[config.mk]
export PLATFORM = sky130hd
export DESIGN_NAME = cart_mem_ctrl
export DESIGN_NICKNAME = d
export VERILOG_FILES = /design/src/rtl/cart_mem_ctrl.sv
export SDC_FILE = /design/constraint.sdc
export NUM_CORES = 1
export LEC_CHECK = 0
export CAP_MARGIN = 0
export CELL_PAD_IN_SITES_DETAIL_PLACEMENT = 1
export CELL_PAD_IN_SITES_GLOBAL_PLACEMENT = 1
export CORE_MARGIN = 1
export CORE_UTILIZATION = 32
export DETAILED_ROUTE_END_ITERATION = 7
export PLACE_DENSITY_LB_ADDON = 0.1
export SLEW_MARGIN = 20
export SYNTH_ARGS = -nofsm -noshare
export SYNTH_HDL_FRONTEND = slang
export SYNTH_SLANG_ARGS = --single-unit
[constraint.sdc]
create_clock -name gb_clk -period 2.2 [get_ports gb_clk]
set_clock_uncertainty 0.2 [all_clocks]
set_input_delay 0.44 -clock gb_clk [delete_from_list [all_inputs] [get_ports gb_clk]]
set_output_delay 0.44 -clock gb_clk [all_outputs]
set_load 0.005 [all_outputs]
[src/rtl/cart_mem_ctrl.sv]
// External flash/SRAM access sequencer behind the MBC5 mapper.
// The bus is edge-triggered: a falling gb_rd/gb_wr seen in IDLE starts one access, and done pulses once when it ends.
module cart_mem_ctrl #(
    parameter int RD_WAIT = 3,
    parameter int WR_WAIT = 2
) (
    input  logic        gb_clk,
    input  logic        gb_rst,
    input  logic [13:0] gb_a,
    input  logic [7:0]  gb_d,
    input  logic        gb_rd,
    input  logic        gb_wr,
    input  logic        rom_cs,
    input  logic        ram_cs,
    input  logic [8:0]  rom_a,
    input  logic [3:0]  ram_a,
    output logic [22:0] mem_a,
    input  logic [7:0]  mem_d_i,
    output logic [7:0]  mem_d_o,
    output logic        mem_d_oe,
    output logic        flash_ce_n,
    output logic        sram_ce_n,
    output logic        mem_oe_n,
    output logic        mem_we_n,
    output logic [7:0]  gb_q,
    output logic        busy,
    output logic        done,
    output logic [2:0]  fsm_state
);

    typedef enum logic [2:0] {
        IDLE   = 3'd0,
        RSETUP = 3'd1,
        READ   = 3'd2,
        WSETUP = 3'd3,
        WRITE  = 3'd4,
        WHOLD  = 3'd5
    } state_t;

    state_t      state, state_nx;
    logic        rd_q, wr_q;
    logic        tgt_ram;
    logic [3:0]  cnt;
    logic        rd_req, wr_req, last_rd;

    // A read beats a simultaneous write; writes under rom_cs go to the mapper, not memory.
    assign rd_req  = (state == IDLE) && rd_q && !gb_rd && (!rom_cs || !ram_cs);
    assign wr_req  = (state == IDLE) && !rd_req && wr_q && !gb_wr && rom_cs && !ram_cs;
    assign last_rd = (state == READ) && (cnt == 4'd0);
    assign fsm_state = state;

    always_ff @(posedge gb_clk or negedge gb_rst) begin
        if (!gb_rst) begin
            state   <= IDLE;
            rd_q    <= 1'b1;
            wr_q    <= 1'b1;
            cnt     <= 4'd0;
            tgt_ram <= 1'b0;
            mem_a   <= 23'd0;
            mem_d_o <= 8'd0;
            gb_q    <= 8'hFF;
            done    <= 1'b0;
        end else begin
            state <= state_nx;
            rd_q  <= gb_rd;
            wr_q  <= gb_wr;
            done  <= last_rd || (state == WHOLD);
            if (rd_req) begin
                tgt_ram <= rom_cs;
                mem_a   <= rom_cs ? {6'b0, ram_a, gb_a[12:0]} : {rom_a, gb_a};
            end else if (wr_req) begin
                tgt_ram <= 1'b1;
                mem_a   <= {6'b0, ram_a, gb_a[12:0]};
                mem_d_o <= gb_d;
            end
            if (last_rd)
                gb_q <= mem_d_i;
            case (state)
                RSETUP:      cnt <= 4'(RD_WAIT - 1);
                WSETUP:      cnt <= 4'(WR_WAIT - 1);
                READ, WRITE: if (cnt != 4'd0) cnt <= cnt - 4'd1;
                default:     ;
            endcase
        end
    end

    always_comb begin
        state_nx   = state;
        flash_ce_n = 1'b1;
        sram_ce_n  = 1'b1;
        mem_oe_n   = 1'b1;
        mem_we_n   = 1'b1;
        mem_d_oe   = 1'b0;
        busy       = (state != IDLE);
        case (state)
            IDLE: begin
                if (rd_req)      state_nx = RSETUP;
                else if (wr_req) state_nx = WSETUP;
            end
            RSETUP: begin
                state_nx   = READ;
                flash_ce_n = tgt_ram;
                sram_ce_n  = !tgt_ram;
            end
            READ: begin
                if (cnt == 4'd0) state_nx = IDLE;
                flash_ce_n = tgt_ram;
                sram_ce_n  = !tgt_ram;
                mem_oe_n   = 1'b0;
            end
            WSETUP: begin
                state_nx  = WRITE;
                sram_ce_n = 1'b0;
                mem_d_oe  = 1'b1;
            end
            WRITE: begin
                if (cnt == 4'd0) state_nx = WHOLD;
                sram_ce_n = 1'b0;
                mem_d_oe  = 1'b1;
                mem_we_n  = 1'b0;
            end
            WHOLD: begin
                state_nx  = IDLE;
                sram_ce_n = 1'b0;
                mem_d_oe  = 1'b1;
            end
            default: state_nx = IDLE;
        endcase
    end

endmodule

After elaboration in Yosys (flattened, before gate mapping) --
Cells that the tools add are included.
Word-level totals: bits in registers 50, latch bits 0, RAM bits 0, ROM bits 0, input port bits 49, output and inout bits 49, word-level logic and storage cells 66, memories 0
Cells by class: add/subtract/negate cells 1, multipliers 0, div/mod/pow operators 0, $lt $le $gt $ge 0, equality and inequality tests 9, shift operators 0, mux-type cells 17, bitwise operators 1, reduce and logical (&&, ||, !) cells 29
Operators with widths (number):
- 2-to-1 mux 23 bit | 3
- case mux 3 bit (5 select lines) | 1
- 2-to-1 mux 3 bit | 4
- case mux 4 bit (3 select lines) | 1
- logical AND 1 bit | 9
- == test 3 x 2 -> 1 bit (second input constant) | 2
- == test 3 bit (second input constant) | 2
- zero test 1 bit | 6
- 2-to-1 mux 1 bit | 6
- nonzero test 3 bit | 2
- zero test 4 bit | 1
- 2-to-1 mux 4 bit | 1
- != test 2 bit (second input constant) | 2
- AND reduction 2 bit | 2
- nonzero test 4 bit | 1
- OR reduction 2 bit | 2
- subtractor 4 x 1 -> 4 bit (second input constant) | 1
- == test 3 x 1 -> 1 bit (second input constant) | 1
- zero test 3 bit | 1
- != test 3 bit (second input constant) | 1
- AND reduction 3 bit | 1
- OR reduction 3 bit | 1
- logical OR 1 bit | 2
- != test 2 x 1 -> 1 bit (second input constant) | 1
- 3 further kinds | 3

Logic depth before layout (Yosys ltp) --
word-level depth 13, mapped depth 6, mapped depth without buffers 5

Least setup slack after synthesis --
No wires, ideal clock.
path kind register to register, from register cnt[1], to register cnt[1], library setup time 0.087 ns, arrival time 1.570 ns, data required time 1.913 ns, path slack 0.343 ns, stages on the path, launching flop included 7, path buffers 1, clock period less this slack 1.857 ns, cells stage by stage dfrtp_1 -> inv_1 -> ha_1 -> or3b_1 -> buf_6 -> a32o_1 -> a211oi_2
Between the ends: longest elaborated chain between the ends 3, elaborated cells on any way between the ends 6, classes of those cells add/sub: 1; eq/ne: 1; mux: 2; reduce/logical: 2
Ends and longest elaborated chain:
- start: declaration | line 43 | logic [3:0] cnt;
- start signal: assignment | line 79 | RSETUP: cnt <= 4'(RD_WAIT - 1);
- start signal: assignment | line 80 | WSETUP: cnt <= 4'(WR_WAIT - 1);
- start signal: assignment | line 81 | READ, WRITE: if (cnt != 4'd0) cnt <= cnt - 4'd1;
- subtractor 4 x 1 -> 4 bit / nonzero test 4 bit (equally long branches) | line 81
- 2-to-1 mux 4 bit / != test 2 bit (equally long branches)
- case mux 4 bit (3 select lines) / AND reduction 2 bit (equally long branches)
Several ways; a longest one is shown, not always the timed one. The select of a mux whose other input is x is not followed. A chain may end at the register's enable or synchronous reset.

Final worst setup path --
from register state[0], in the netlist fsm_state[0], to output port flash_ce_n
Between the ends: longest elaborated chain between the ends 3, elaborated cells on any way between the ends 4, classes of those cells eq/ne: 2; mux: 1; reduce/logical: 1
Ends and longest elaborated chain:
- start: declaration | line 40 | state_t state, state_nx;
- start signal: assignment | line 64 | state <= state_nx;
- == test 3 x 2 -> 1 bit / == test 3 x 1 -> 1 bit (equally long branches) | line 95 | case (state)
- OR reduction 2 bit (no source line) (*)
- 2-to-1 mux 1 bit (*) | line 95
- end: declaration | line 21 | output logic flash_ce_n,
Mark *: on every way between the ends. The rest lies on a longest branch, timed or not.

==> impl_metrics.tcl <==
set metrics [dict create \
    status "complete, no violations" \
    switchingPower_w 0.00146 \
    dp_cells 383 \
    critPathKind "reg2out" \
    crit_arrival_ns 1.51 \
    first_iter_violations 78 \
    final_hold_viol_count 0 \
    netSwitchingFraction 0.313 \
    dr.pass1.iters 4 \
    die-area_sq_um 7440 \
    globalplace.congestion 0.711 \
    numCtsBuffers 5 \
    drc 0 \
    power_density_nw_per_um2 1270 \
    yosys_register_bits 50 \
    synth.largest_area_cell "dfrtp_1" \
    min_to "mem_d_o[6]$_DFFE_PN0P_" \
    area_growth_pct 61.3 \
    period_minus_slack_ns 2.15 \
    required_ns 1.56 \
    seq_power_share 0.364 \
    p_int_w 0.00320 \
    worstReg2RegEnd "mem_a[3]$_DFFE_PN0P_" \
    path_max_fanout 6 \
    yosysTopAreaCellShare 0.441 \
    syn_nets 229 \
    combPwrFrac 0.513 \
    rrSetupSlack_ns 0.10 \
    clock-root-buffer "clkbuf_8" \
    syn-instance-count 178 \
    grt_util_met2 0.307 \
    yosysMostFrequentCell "dfrtp_1" \
    cpMaxStageDelayCell "dfrtp_2" \
    slowest_delay_ns 0.45 \
    grt_use_met3 0.0390 \
    row_count 30 \
    worst_r2r_path_depth 7 \
    worstReg2RegStart "fsm_state[1]$_DFFE_PN0P_" \
    setup_viol 0 \
    vias_per_cell 4.84 \
    htree_levels 2 \
    clkSinkCount 50 \
    synthTopCellsByCount "40 x dfrtp_1, 23 x mux2_2, 12 x nand2_1" \
    worst_pin_slew_ns 0.467 \
    postSynthAreaPerCell_sq_um 12.8 \
    io_pins 98 \
    ys_seq_area_frac 0.556 \
    synth-edff-count 0 \
    dieHeight_um 86.2 \
    ir_drop_mv 0.522 \
    initial_core_util 0.332 \
    hold_class "reg2reg" \
    wirelength_um 6270 \
    crit_path_end_kind "primary output" \
    grt_max_degree 34 \
    synth_top_family_by_area "multiplexers" \
    portBuffers 97 \
    dp_hpwl_um 4570 \
    final_nets 355 \
    cts_tree "yes" \
    synth.area.mux_share 0.154 \
    max_freq_ghz 0.466 \
    clk_pin_slew_ns 0.09 \
    synth-simple-area-share 0.119 \
    core_sq_um 6830 \
    p_clk_frac 0.123 \
    grt_pass1_wl_um 9970 \
    ys_types 43 \
    stdcell_count 401 \
    antenna_found_initial 0 \
    clock_latency_ns 0.30 \
    n_antenna_cell 0 \
    worstHoldStart "mem_d_o[6]$_DFFE_PN0P_" \
    p_leak_nw 1.57 \
    fillers 760 \
    dr_total_vias 1942 \
    path_cells "buf_4 > xnor2_1 > or3_1 > clkdlybuf4s15_1" \
    cp-start-kind "flop" \
    grt.busiest_layer "met2" \
    synth_fa_ha_area_frac 0.0110 \
    fp.dieW_um 86.2 \
    async_flop_share 1.00 \
    fin_crit_sh 0.975 \
    wl_per_cell_um 15.6 \
    synth_area_leaders "dfrtp_1 44%, dfstp_2 12%, mux2_2 11%" \
    holdWs_ns 0.308 \
    synth_area_sq_um 2270 \
    grtUsageTotal 0.174 \
    ant_nets 0 \
    synth_compound_area_frac 0.117 \
    grt_pass1_vias 1992 \
    slew_headroom 0.689 \
    hold_depth 1 \
    ys_warn_count 0 \
    grtUsageMet1 0.213 \
    overflow 0 \
    slew_violations 0 \
    synth_flop_cell "dfrtp_1" \
    cap_violations 0 \
    synth-xor-area-share 0.00386 \
    cts_buffer_depth 2 \
    drive_gt1_frac 0.285 \
]
[cell families after synthesis]
family                   count (synthesis)
multiplexers                            29
adder cells (fa/ha/maj)                  2
flip-flops                              50
AO/OA/AOI/OAI                           35
AND/OR/NAND/NOR                         45
XOR/XNOR                                 1
buffers and inverters                   16
[what timing repair did]
action / 4_1_cts / 5_1_grt
cloned: 0 / 0
setup buffers: 8 / 1
hold buffers: 1 / 0
resized for setup: 16 / 2
endpoints found under the setup margin: 6 / 1
endpoints found under the hold margin: 17 / 0
[state kept, by name, summed over array words and instances (netlist names)]
signal     cells
mem_a         23
rd_q           1
cnt            4
gb_q           8
tgt_ram        1
done           1
fsm_state      3
mem_d_o        8
wr_q           1
[area by class of cell]
cell class / instances / area [sq um] / share of cell area
Clock inverter: 1 / 8.76 / 0.00239
Multi-Input combinational cell: 112 / 936 / 0.256
Inverter: 9 / 33.8 / 0.00922
Clock buffer: 7 / 86.3 / 0.0236
Tap cell: 96 / 120 / 0.0328
Sequential cell: 50 / 1270 / 0.346
Timing Repair Buffer: 126 / 1210 / 0.330
[worst max path at each step]
stage,startpoint,to,cells past startpoint
after global routing,fsm_state[0]$_DFFE_PN0P_,flash_ce_n,4
after global placement,gb_wr,mem_a[7]$_DFFE_PN0P_,5
after floorplan,cnt[1]$_DFFE_PN0P_,cnt[1]$_DFFE_PN0P_,6
final,fsm_state[0]$_DFFE_PN0P_,flash_ce_n,4
after detailed placement,gb_wr,mem_a[8]$_DFFE_PN0P_,5
after CTS,fsm_state[0]$_DFFE_PN0P_,flash_ce_n,4
[worst max-delay path: cells and delay by family, from the launching register on]
kind	cells	cell delay, ns
simple gates	1	0.30
xor+xnor	1	0.10
buf+inv	2	0.35
flops	1	0.45
[stage by stage]
step | utilization | TNS [ns] | area (sq um) | setup slack [ns] | power (W)
floorplan | - | 0 | 2270 | 0.343 | 0.00268
global placement | 0.508 | 0 | 3470 | 0.0422 | 0.00396
detailed placement | 0.508 | 0 | 3470 | 0.00917 | 0.00402
CTS | 0.534 | 0 | 3640 | 0.0393 | 0.00470
global route | 0.536 | -0.00118 | 3660 | -0.00118 | 0.00498
finish | 0.536 | 0 | 3660 | 0.0544 | 0.00467
[power groups by stage]
stage / registers (W) / clock network, W / logic [W]
final: 0.00170 / 0.000574 / 0.00239
after global routing: 0.00176 / 0.000641 / 0.00258
after CTS: 0.00170 / 0.000608 / 0.00239
after detailed placement: 0.00174 / 0 / 0.00228
after global placement: 0.00173 / 0 / 0.00223
after floorplan: 0.00171 / 0 / 0.000980
[layer usage]
metal | part of all wire | up-vias
met1 | 0.42 | 982
met2 | 0.52 | 57
li1 | - | 896
met5 | 0 | -
met3 | 0.048 | 7
met4 | 0.012 | 0
[placed cells by master, fill, tap and decap left out, types with 2 or more instances in the layout]
master	instances
a21oi_1	3
a22o_1	6
a31oi_1	3
a32o_1	2
and3b_1	2
buf_12	2
buf_2	2
buf_4	23
buf_6	2
clkbuf_8	6
clkdlybuf4s50_1	90
dfrtp_1	37
dfrtp_2	3
dfstp_2	10
dlygate4sd2_1	5
ha_1	2
inv_1	8
mux2_2	23
mux2_4	6
nand2_1	12
nand2b_1	2
nand3_1	6
nor2_1	3
nor2b_1	4
nor3_1	2
nor3b_1	2
o211a_1	2
o211ai_1	4
o21ai_0	5
o221ai_1	4
Power figures use the tool's default switching activity.
